File: src/rtl/bcd_add_sequencer_if.sv
// Operand/result bundle between the requester (master) and the BCD add sequencer (slave).
// start/op_a/op_b flow toward the sequencer; status and the registered sum flow back.
interface bcd_add_sequencer_if #(
  parameter int NUM_PAIRS = 4
);
  logic                   start;
  logic [8*NUM_PAIRS-1:0] op_a;
  logic [8*NUM_PAIRS-1:0] op_b;
  logic                   busy;
  logic                   done;
  logic [8*NUM_PAIRS-1:0] result;
  logic                   overflow;
  logic                   invalid;

  modport master (
    output start, op_a, op_b,
    input  busy, done, result, overflow, invalid
  );

  modport slave (
    input  start, op_a, op_b,
    output busy, done, result, overflow, invalid
  );
endinterface

File: src/rtl/bcd_add_sequencer.sv
// Multi-digit packed-BCD adder processing one two-digit pair per cycle, LS pair first.
// Done pulses NUM_PAIRS+1 cycles after start (1 cycle for bad digits); start is ignored while not idle.
module bcd_add2 (
  input  logic [7:0] a,
  input  logic [7:0] b,
  output logic [7:0] sum,
  output logic       carry
);
  logic [4:0] lo_raw;
  logic [4:0] hi_raw;
  logic       lo_c;

  // Adding 6 modulo 16 folds a decimal digit sum of 10..19 back into 0..9.
  assign lo_raw   = {1'b0, a[3:0]} + {1'b0, b[3:0]};
  assign lo_c     = (lo_raw > 5'd9);
  assign sum[3:0] = lo_c ? (lo_raw[3:0] + 4'd6) : lo_raw[3:0];
  assign hi_raw   = {1'b0, a[7:4]} + {1'b0, b[7:4]} + {4'b0000, lo_c};
  assign carry    = (hi_raw > 5'd9);
  assign sum[7:4] = carry ? (hi_raw[3:0] + 4'd6) : hi_raw[3:0];
endmodule

module bcd_add_sequencer #(
  parameter int NUM_PAIRS = 4
) (
  input  logic               clk,
  input  logic               rst,
  bcd_add_sequencer_if.slave bus
);
  localparam int W     = 8 * NUM_PAIRS;
  localparam int IDX_W = (NUM_PAIRS > 1) ? $clog2(NUM_PAIRS) : 1;

  typedef enum logic [1:0] {IDLE, ADD, DONE} state_t;

  state_t           state;
  logic [W-1:0]     a_reg;
  logic [W-1:0]     b_reg;
  logic [IDX_W-1:0] idx;
  logic             carry_reg;
  logic [IDX_W+2:0] base;
  logic [7:0]       pair_a;
  logic [7:0]       pair_b;
  logic [7:0]       s1;
  logic [7:0]       s2;
  logic             c1;
  logic             c2;
  logic             operand_bad;
  logic             last_pair;

  assign base      = {idx, 3'b000};
  assign pair_a    = a_reg[base +: 8];
  assign pair_b    = b_reg[base +: 8];
  assign last_pair = (idx == IDX_W'(NUM_PAIRS - 1));

  bcd_add2 u_add_ab  (.a(pair_a), .b(pair_b),              .sum(s1), .carry(c1));
  bcd_add2 u_add_cin (.a(s1),     .b({7'b0000000, carry_reg}), .sum(s2), .carry(c2));

  always_comb begin
    operand_bad = 1'b0;
    for (int i = 0; i < 2 * NUM_PAIRS; i++) begin
      if ((bus.op_a[4*i +: 4] > 4'd9) || (bus.op_b[4*i +: 4] > 4'd9)) begin
        operand_bad = 1'b1;
      end
    end
  end

  always_ff @(posedge clk or posedge rst) begin
    if (rst) begin
      state        <= IDLE;
      a_reg        <= '0;
      b_reg        <= '0;
      idx          <= '0;
      carry_reg    <= 1'b0;
      bus.busy     <= 1'b0;
      bus.done     <= 1'b0;
      bus.result   <= '0;
      bus.overflow <= 1'b0;
      bus.invalid  <= 1'b0;
    end else begin
      case (state)
        IDLE: begin
          bus.done <= 1'b0;
          if (bus.start) begin
            a_reg        <= bus.op_a;
            b_reg        <= bus.op_b;
            idx          <= '0;
            carry_reg    <= 1'b0;
            bus.result   <= '0;
            bus.overflow <= 1'b0;
            if (operand_bad) begin
              bus.invalid <= 1'b1;
              bus.done    <= 1'b1;
              state       <= DONE;
            end else begin
              bus.invalid <= 1'b0;
              bus.busy    <= 1'b1;
              state       <= ADD;
            end
          end
        end
        ADD: begin
          bus.result[base +: 8] <= s2;
          carry_reg             <= c1 | c2;
          idx                   <= idx + 1'b1;
          if (last_pair) begin
            bus.overflow <= c1 | c2;
            bus.busy     <= 1'b0;
            bus.done     <= 1'b1;
            state        <= DONE;
          end
        end
        DONE: begin
          bus.done <= 1'b0;
          state    <= IDLE;
        end
        default: begin
          bus.busy <= 1'b0;
          bus.done <= 1'b0;
          state    <= IDLE;
        end
      endcase
    end
  end
endmodule

File: src/flat_wrapper.sv
// flat-port wrapper written by rule: the top's interface ports become plain ports
module bcd_add_sequencer_flat 
#(
  parameter int NUM_PAIRS = 4
)
  (clk, rst, bus_start, bus_op_a, bus_op_b, bus_busy, bus_done, bus_result, bus_overflow, bus_invalid);
  bcd_add_sequencer_if #(.NUM_PAIRS(NUM_PAIRS)) bus_i ();
  input  logic clk;
  input  logic rst;
  input wire logic [$bits(bus_i.start)-1:0] bus_start;
  input wire logic [$bits(bus_i.op_a)-1:0] bus_op_a;
  input wire logic [$bits(bus_i.op_b)-1:0] bus_op_b;
  output wire logic [$bits(bus_i.busy)-1:0] bus_busy;
  output wire logic [$bits(bus_i.done)-1:0] bus_done;
  output wire logic [$bits(bus_i.result)-1:0] bus_result;
  output wire logic [$bits(bus_i.overflow)-1:0] bus_overflow;
  output wire logic [$bits(bus_i.invalid)-1:0] bus_invalid;
  assign bus_i.start = bus_start;
  assign bus_i.op_a = bus_op_a;
  assign bus_i.op_b = bus_op_b;
  assign bus_busy = bus_i.busy;
  assign bus_done = bus_i.done;
  assign bus_result = bus_i.result;
  assign bus_overflow = bus_i.overflow;
  assign bus_invalid = bus_i.invalid;
  bcd_add_sequencer #(.NUM_PAIRS(NUM_PAIRS)) u_core (.clk(clk), .rst(rst), .bus(bus_i));
endmodule
File: config.mk
export PLATFORM = sky130hd
export DESIGN_NAME = bcd_add_sequencer_flat
export DESIGN_NICKNAME = d
export VERILOG_FILES = /design/src/rtl/bcd_add_sequencer_if.sv /design/src/rtl/bcd_add_sequencer.sv /design/src/flat_wrapper.sv
export SDC_FILE = /design/constraint.sdc
export NUM_CORES = 1
export LEC_CHECK = 0
export CAP_MARGIN = 20
export CORE_MARGIN = 2
export CORE_UTILIZATION = 57
export CTS_CLUSTER_SIZE = 28
export DETAILED_ROUTE_END_ITERATION = 16
export GPL_TIMING_DRIVEN = 0
export PLACE_DENSITY = 0.86
export SYNTH_ARGS = -nofsm -noshare
export SYNTH_HDL_FRONTEND = slang
export SYNTH_SLANG_ARGS = --single-unit
File: constraint.sdc
create_clock -name clk -period 14.15 [get_ports clk]
set_input_delay 2.83 -clock clk [delete_from_list [all_inputs] [get_ports clk]]
set_output_delay 2.83 -clock clk [all_outputs]
set_load 0.02 [all_outputs]
# Word-level counts from Yosys, hierarchy flattened
# Index checks and enable logic that the tools add are counted.
# totals
reg_bits,105
in_bits,67
output_inout_bits,36
elab_cells,101
# op_classes
muxes,33
bitwise,2
add_sub_neg,11
reduce_logical,15
eq_ne,6
shift,4
magnitude_cmp,20
# op_table
cell,count
$gt A4 B4 Y1 const B,16
$pmux W32 S2,1
$shiftx A32 B6 Y8,2
$bwmux W32,1
$mux W32,1
$shift A8 B7 Y32 const A,1
$shiftx A8 B7 Y32,1
$gt A5 B4 Y1 const B,4
$add A4 B3 Y4 const B,4
$mux W1,16
$mux W4,4
$add A4 B1 Y5,2
$add A4 B4 Y5,2
$logic_or A1 B1 Y1,8
$mux W2,4
$pmux W2 S2,2
$neg A5 Y7,1
$pmux W1 S2,3
$reduce_and A2 Y1,3
$add A5 B1 Y5,1
$eq A2 B2 Y1 const B,2
$ne A2 B2 Y1 const B,2
$reduce_and A4 Y1,1
$pmux W1 S3,1
other kinds (8),8

# Depth between registers and ports, before layout
# logic_depth
word_depth,13
depth_mapped,28
depth_no_buf,25

# By module
# Synthesis repeated with hierarchy kept, for this count alone.
# unflattened
hier_cells,545
hier_area_um2,5454.0
# modules_own_cells
module,instances,seq_area_each_um2,area_each_um2,cells_per_inst
bcd_add_sequencer,1,2627.5,4505.6,431
bcd_add2 (u_core.u_add_cin),1,0.0,479.2,57
bcd_add2 (u_core.u_add_ab),1,0.0,469.2,57

# Worst setup path before layout
# OpenSTA, ideal clock, no wires.
# synth_timing
path_type,register -> register
start,register u_core.idx[0]
end,register u_core.bus.result[29]
t_required_ps,14029
n_path_buf,3
synth_period_minus_slack_ps,6691
setup_slack_ps,7459
arrival_time_ps,6570
path_stages_with_launch,26
cell_sequence,dfrtp_1 -> buf_1 -> clkbuf_1 -> mux4_2 -> ha_1 -> nor2b_1 -> o21ai_0 -> nand2_1 -> a21oi_1 -> fa_1 -> inv_1 -> fa_1 -> xnor2_1 -> ha_1 -> a22o_2 -> o311ai_1 -> inv_1 -> ha_1 -> clkbuf_1 -> xnor2_1 -> ha_1 -> inv_1 -> o22ai_1 -> o41a_4 -> xnor2_2 -> a22o_1
# synth_via
elab_chain_len,12
word_cells_on_any_way,24
cone_classes,add/sub: 10; order compare: 4; shift: 4; mux: 6
# synth_lines
item,line_no,rtl
start: declaration,bcd_add_sequencer.sv:37,logic [IDX_W-1:0] idx;
start signal: assignment,bcd_add_sequencer.sv:103,idx <= idx + 1'b1;
"$shiftx A32 B6 Y8, on equally long branches","bcd_add_sequencer.sv:50, bcd_add_sequencer.sv:51",
$add A4 B4 Y5,bcd_add_sequencer.sv:14,"assign lo_raw = {1'b0, a[3:0]} + {1'b0, b[3:0]};"
$gt A5 B4 Y1 or $add A4 B3 Y4 (tied branches),"bcd_add_sequencer.sv:15, bcd_add_sequencer.sv:16",
$add A5 B1 Y5 or $mux W4 (tied branches),"bcd_add_sequencer.sv:17, bcd_add_sequencer.sv:16",
$add A4 B3 Y4 (tied with other cells),bcd_add_sequencer.sv:19,assign sum[7:4] = carry ? (hi_raw[3:0] + 4'd6) : hi_raw[3:0];
$mux W4 or $gt A5 B4 Y1 (tied branches),"bcd_add_sequencer.sv:19, bcd_add_sequencer.sv:15",
$add A4 B1 Y5,bcd_add_sequencer.sv:17,"assign hi_raw = {1'b0, a[7:4]} + {1'b0, b[7:4]} + {4'b0000, lo_c};"
$add A4 B3 Y4 or $gt A5 B4 Y1 (tied branches),"bcd_add_sequencer.sv:19, bcd_add_sequencer.sv:18",
$mux W4,bcd_add_sequencer.sv:19,
$shiftx A8 B7 Y32,bcd_add_sequencer.sv:101,bus.result[base +: 8] <= s2;
$bwmux W32 *,bcd_add_sequencer.sv:101,
$pmux W32 S2 *,bcd_add_sequencer.sv:79,case (state)
end signal: assignment,bcd_add_sequencer.sv:75,bus.result <= '0;
end signal: assignment,bcd_add_sequencer.sv:87,bus.result <= '0;
end signal: indexed assignment,bcd_add_sequencer.sv:101,
end: declaration,bcd_add_sequencer_if.sv:22,"output busy, done, result, overflow, invalid"
# Every way passes the cells marked *; elsewhere a longest branch is shown, timed or not.
# A chain may end at the register's enable or synchronous reset.

# Worst setup path after layout
# layout_timing
start,register u_core.idx[0]
end,register u_core.bus.result[14]
# Same word-level chain as after synthesis.

==> results.yml <==
final_layout:
  final_layout_size_suffix_gt1_frac: 0.0649
  nets: 794
  seqCellArea_sq_um: 2630
  fillers: 725
  multi_input_area_sq_um: 2800
  syn_to_final_growth_pct: 25.2
  mostFrequentLayoutCells: "209 x nand2_1, 105 x dfrtp_1, 102 x clkdlybuf4s50_1, 30 x a22o_1"
  post-route-util: 0.727
  final_common_cell: "nand2_1"
  diodes: 0
synthesis:
  synth_compound_area_frac: 0.161
  yosysWarnings: 0
  syn_inst: 590
  synth_top_area_share: 0.469
  synth_edf_count: 0
  synth-simple-area-share: 0.202
  synth_top_family_by_area: "simple AND/OR/NAND/NOR gates"
  synth.largest_area_cell: "dfrtp_1"
  async_reset_ff_frac: 1.00
  ys_types: 59
  synth_nets: 680
  syn_avg_cell_area_sq_um: 9.49
  yosys_register_bits: 105
  synth_area_sq_um: 5600
  yosys.area_share.xor_xnor: 0.0154
  synth_area_leaders: "dfrtp_1 47%, nand2_1 14%, mux4_2 6.4%"
  yosys-mux-area-fraction: 0.0664
  ys_seq_area_frac: 0.469
  synth-main-ff-cell: "dfrtp_1"
  synth_fa_ha_area_frac: 0.0554
worst_setup_path:
  r2r_slack_ns: 6.18
  crit_type: "reg -> reg"
  cp.required_ns: 14.41
  worstSetupStartpointType: "flip-flop"
  path_delay_family: "compound AO/OA/AOI/OAI gates"
  max_stage_delay_ns: 0.74
  crit_fanout: 10
  cp.arrival_ns: 8.23
  crit_top_cell: "ha_1"
  critPathBufInv: 6
  setup.worst_path.end_class: "flip-flop"
  cp_slowest_cell: "buf_1"
clocking:
  cts_made_buffers: 9
  post_cts_buffers: 0
  cts-hold-fix-buffers: 0
  ctsHtreeMaxLevel: 3
  cts.sinks: 105
  cts_root_buf: "clkbuf_8"
  clk_latency_ns: 0.37
  tritoncts: "done"
  clk_pin_slew_worst_paths_ns: 0.11
  cts_resized: 0
  cts_buffer_depth: 2
placed_design:
  pre_cts_slack_ns: 6.20
  place.gp.congestion: 0.934
  port_buffers: 102
  dpl.hpwl_microns: 10900
grt:
  grt_overflow: 0
  antenna_found_initial: 0
  grt_use_total: 0.284
  grt_pass1_wl_microns: 23200
  grt_max_degree: 77
  grt_pass1_vias: 4807
sta:
  holdWs_ns: 0.483
  worst_pin_slew_ns: 0.957
  fin_crit_ns: 7.97
  finalWorstSetupSlack_ns: 6.18
  slew-limit-headroom: 0.362
  setup_violations: 0
  rsz0062_at_grt: "no"
  final_hold_viol_count: 0
  tns_ns: 0
  fmax_mhz: 126
  finClkSkew_ns: 0.0136
  slew_viol_final: 0
  fin_crit_sh: 0.563
floorplanning:
  ioPinCount: 103
  die_w_microns: 103
  initial_utilization: 0.581
  fp.dieH_microns: 103
  core-area_sq_um: 9640
  rows: 36
  dieArea_sq_um: 10600
worst_hold_path:
  hold_path_class: "reg -> reg"
run_status:
  outcome: "finished, final reports clean"
pwr:
  switching_share: 0.415
  p_switching_mw: 0.415
  power_density_nw_per_um2: 143
  p_clk_frac: 0.184
  power_frac_seq: 0.338
  p_leak_nw: 3.27
  irDropWorstVdd_mv: 0.0882
  p_int_mw: 0.585
  p_comb_frac: 0.478
drt:
  drtAntennaViolNets: 0
  wl_per_cell_microns: 16.9
  drc: 0
  via_count: 4880
  viasPerCell: 5.80
  wirelength_microns: 14200
  drtIter0Drc: 306
  drtPass1Iterations: 5
run:
  cap_violations: 0
[kinds of logic after synthesis]
family,after synthesis
AND/OR/NAND/NOR,260
AO/OA/AOI/OAI,130
flip-flops,105
buffers and inverters,46
adder cells (fa/ha/maj),23
multiplexers,17
XOR/XNOR,9
[final timing paths]
path / depth (start not counted) / to / start
setup / recovery: 25 / u_core.bus.result[14]$_DFFE_PP0P_ / u_core.idx[0]$_DFFE_PP0P_
hold / removal: 2 / u_core.a_reg[12]$_DFFE_PP0P_ / u_core.a_reg[12]$_DFFE_PP0P_
setup reg to reg: 25 / u_core.bus.result[14]$_DFFE_PP0P_ / u_core.idx[0]$_DFFE_PP0P_
hold reg to reg: 2 / u_core.a_reg[12]$_DFFE_PP0P_ / u_core.a_reg[12]$_DFFE_PP0P_
max in group asynchronous: 3 / u_core.b_reg[12]$_DFFE_PP0P_ / rst
min in group asynchronous: 2 / u_core.bus.result[30]$_DFFE_PP0P_ / rst
[final cells by class]
class	count	area share
clock buffers	10	0.0196
clock inverters	6	0.00786
plain buffers	27	0.0145
well taps	133	0.0237
inverters	19	0.0105
multi-input cells	439	0.399
repair buffers	103	0.150
flip-flops and latches	105	0.375
[cells in the mapped netlist (2+ instances only)]
| master | n |
|---|---|
| nand2_1 | 209 |
| dfrtp_1 | 105 |
| a22o_1 | 30 |
| a21oi_1 | 28 |
| o21ai_0 | 28 |
| clkbuf_1 | 22 |
| ha_1 | 20 |
| inv_1 | 19 |
| mux4_2 | 16 |
| a21o_1 | 9 |
| nand3_1 | 7 |
| nor3_1 | 6 |
| o21a_1 | 6 |
| a211oi_1 | 5 |
| buf_1 | 5 |
| nand4_1 | 5 |
| xnor2_1 | 5 |
| and2_1 | 4 |
| nor2_1 | 4 |
| nor2b_1 | 4 |
| and3_1 | 3 |
| fa_1 | 3 |
| o22ai_1 | 3 |
| xor2_1 | 3 |
| a21boi_1 | 2 |
| a22oi_1 | 2 |
| and4_1 | 2 |
| nand2b_1 | 2 |
| nor3b_1 | 2 |
| or3_1 | 2 |
[through the flow]
step | instance area, sq um | instances | power, mW
finish | 7010 | 842 | 1.00
global route | 7010 | 842 | 1.07
CTS | 7010 | 842 | 0.996
detailed placement | 6820 | 826 | 0.814
global placement | 6790 | 825 | 0.786
floorplan | 5600 | 590 | 0.694
[power by group through the flow]
stage / registers [mW] / clock network [mW] / logic (mW)
finish: 0.338 / 0.184 / 0.478
global route: 0.340 / 0.197 / 0.532
CTS: 0.337 / 0.185 / 0.474
detailed placement: 0.343 / 0 / 0.471
global placement: 0.342 / 0 / 0.444
floorplan: 0.339 / 0 / 0.355
[worst reg2reg max path, delay by kind of cell (launching register included)]
family,cells,cell delay [ns]
AO/OA/AOI/OAI,7,2.30
buffers and inverters,6,1.84
adder cells (fa/ha/maj),6,1.75
multiplexers,1,0.62
AND/OR/NAND/NOR,3,0.47
flip-flops,1,0.44
XOR/XNOR,2,0.44
[metal layers]
layer | part of all wire | global-route usage | vias up
li1 | - | - | 2292
met1 | 0.41 | 0.369 | 2309
met2 | 0.49 | 0.488 | 246
met3 | 0.075 | 0.0373 | 33
met4 | 0.026 | 0.110 | 0
met5 | 0 | 0 | -
No activity file was read; power rests on OpenSTA's default activity.
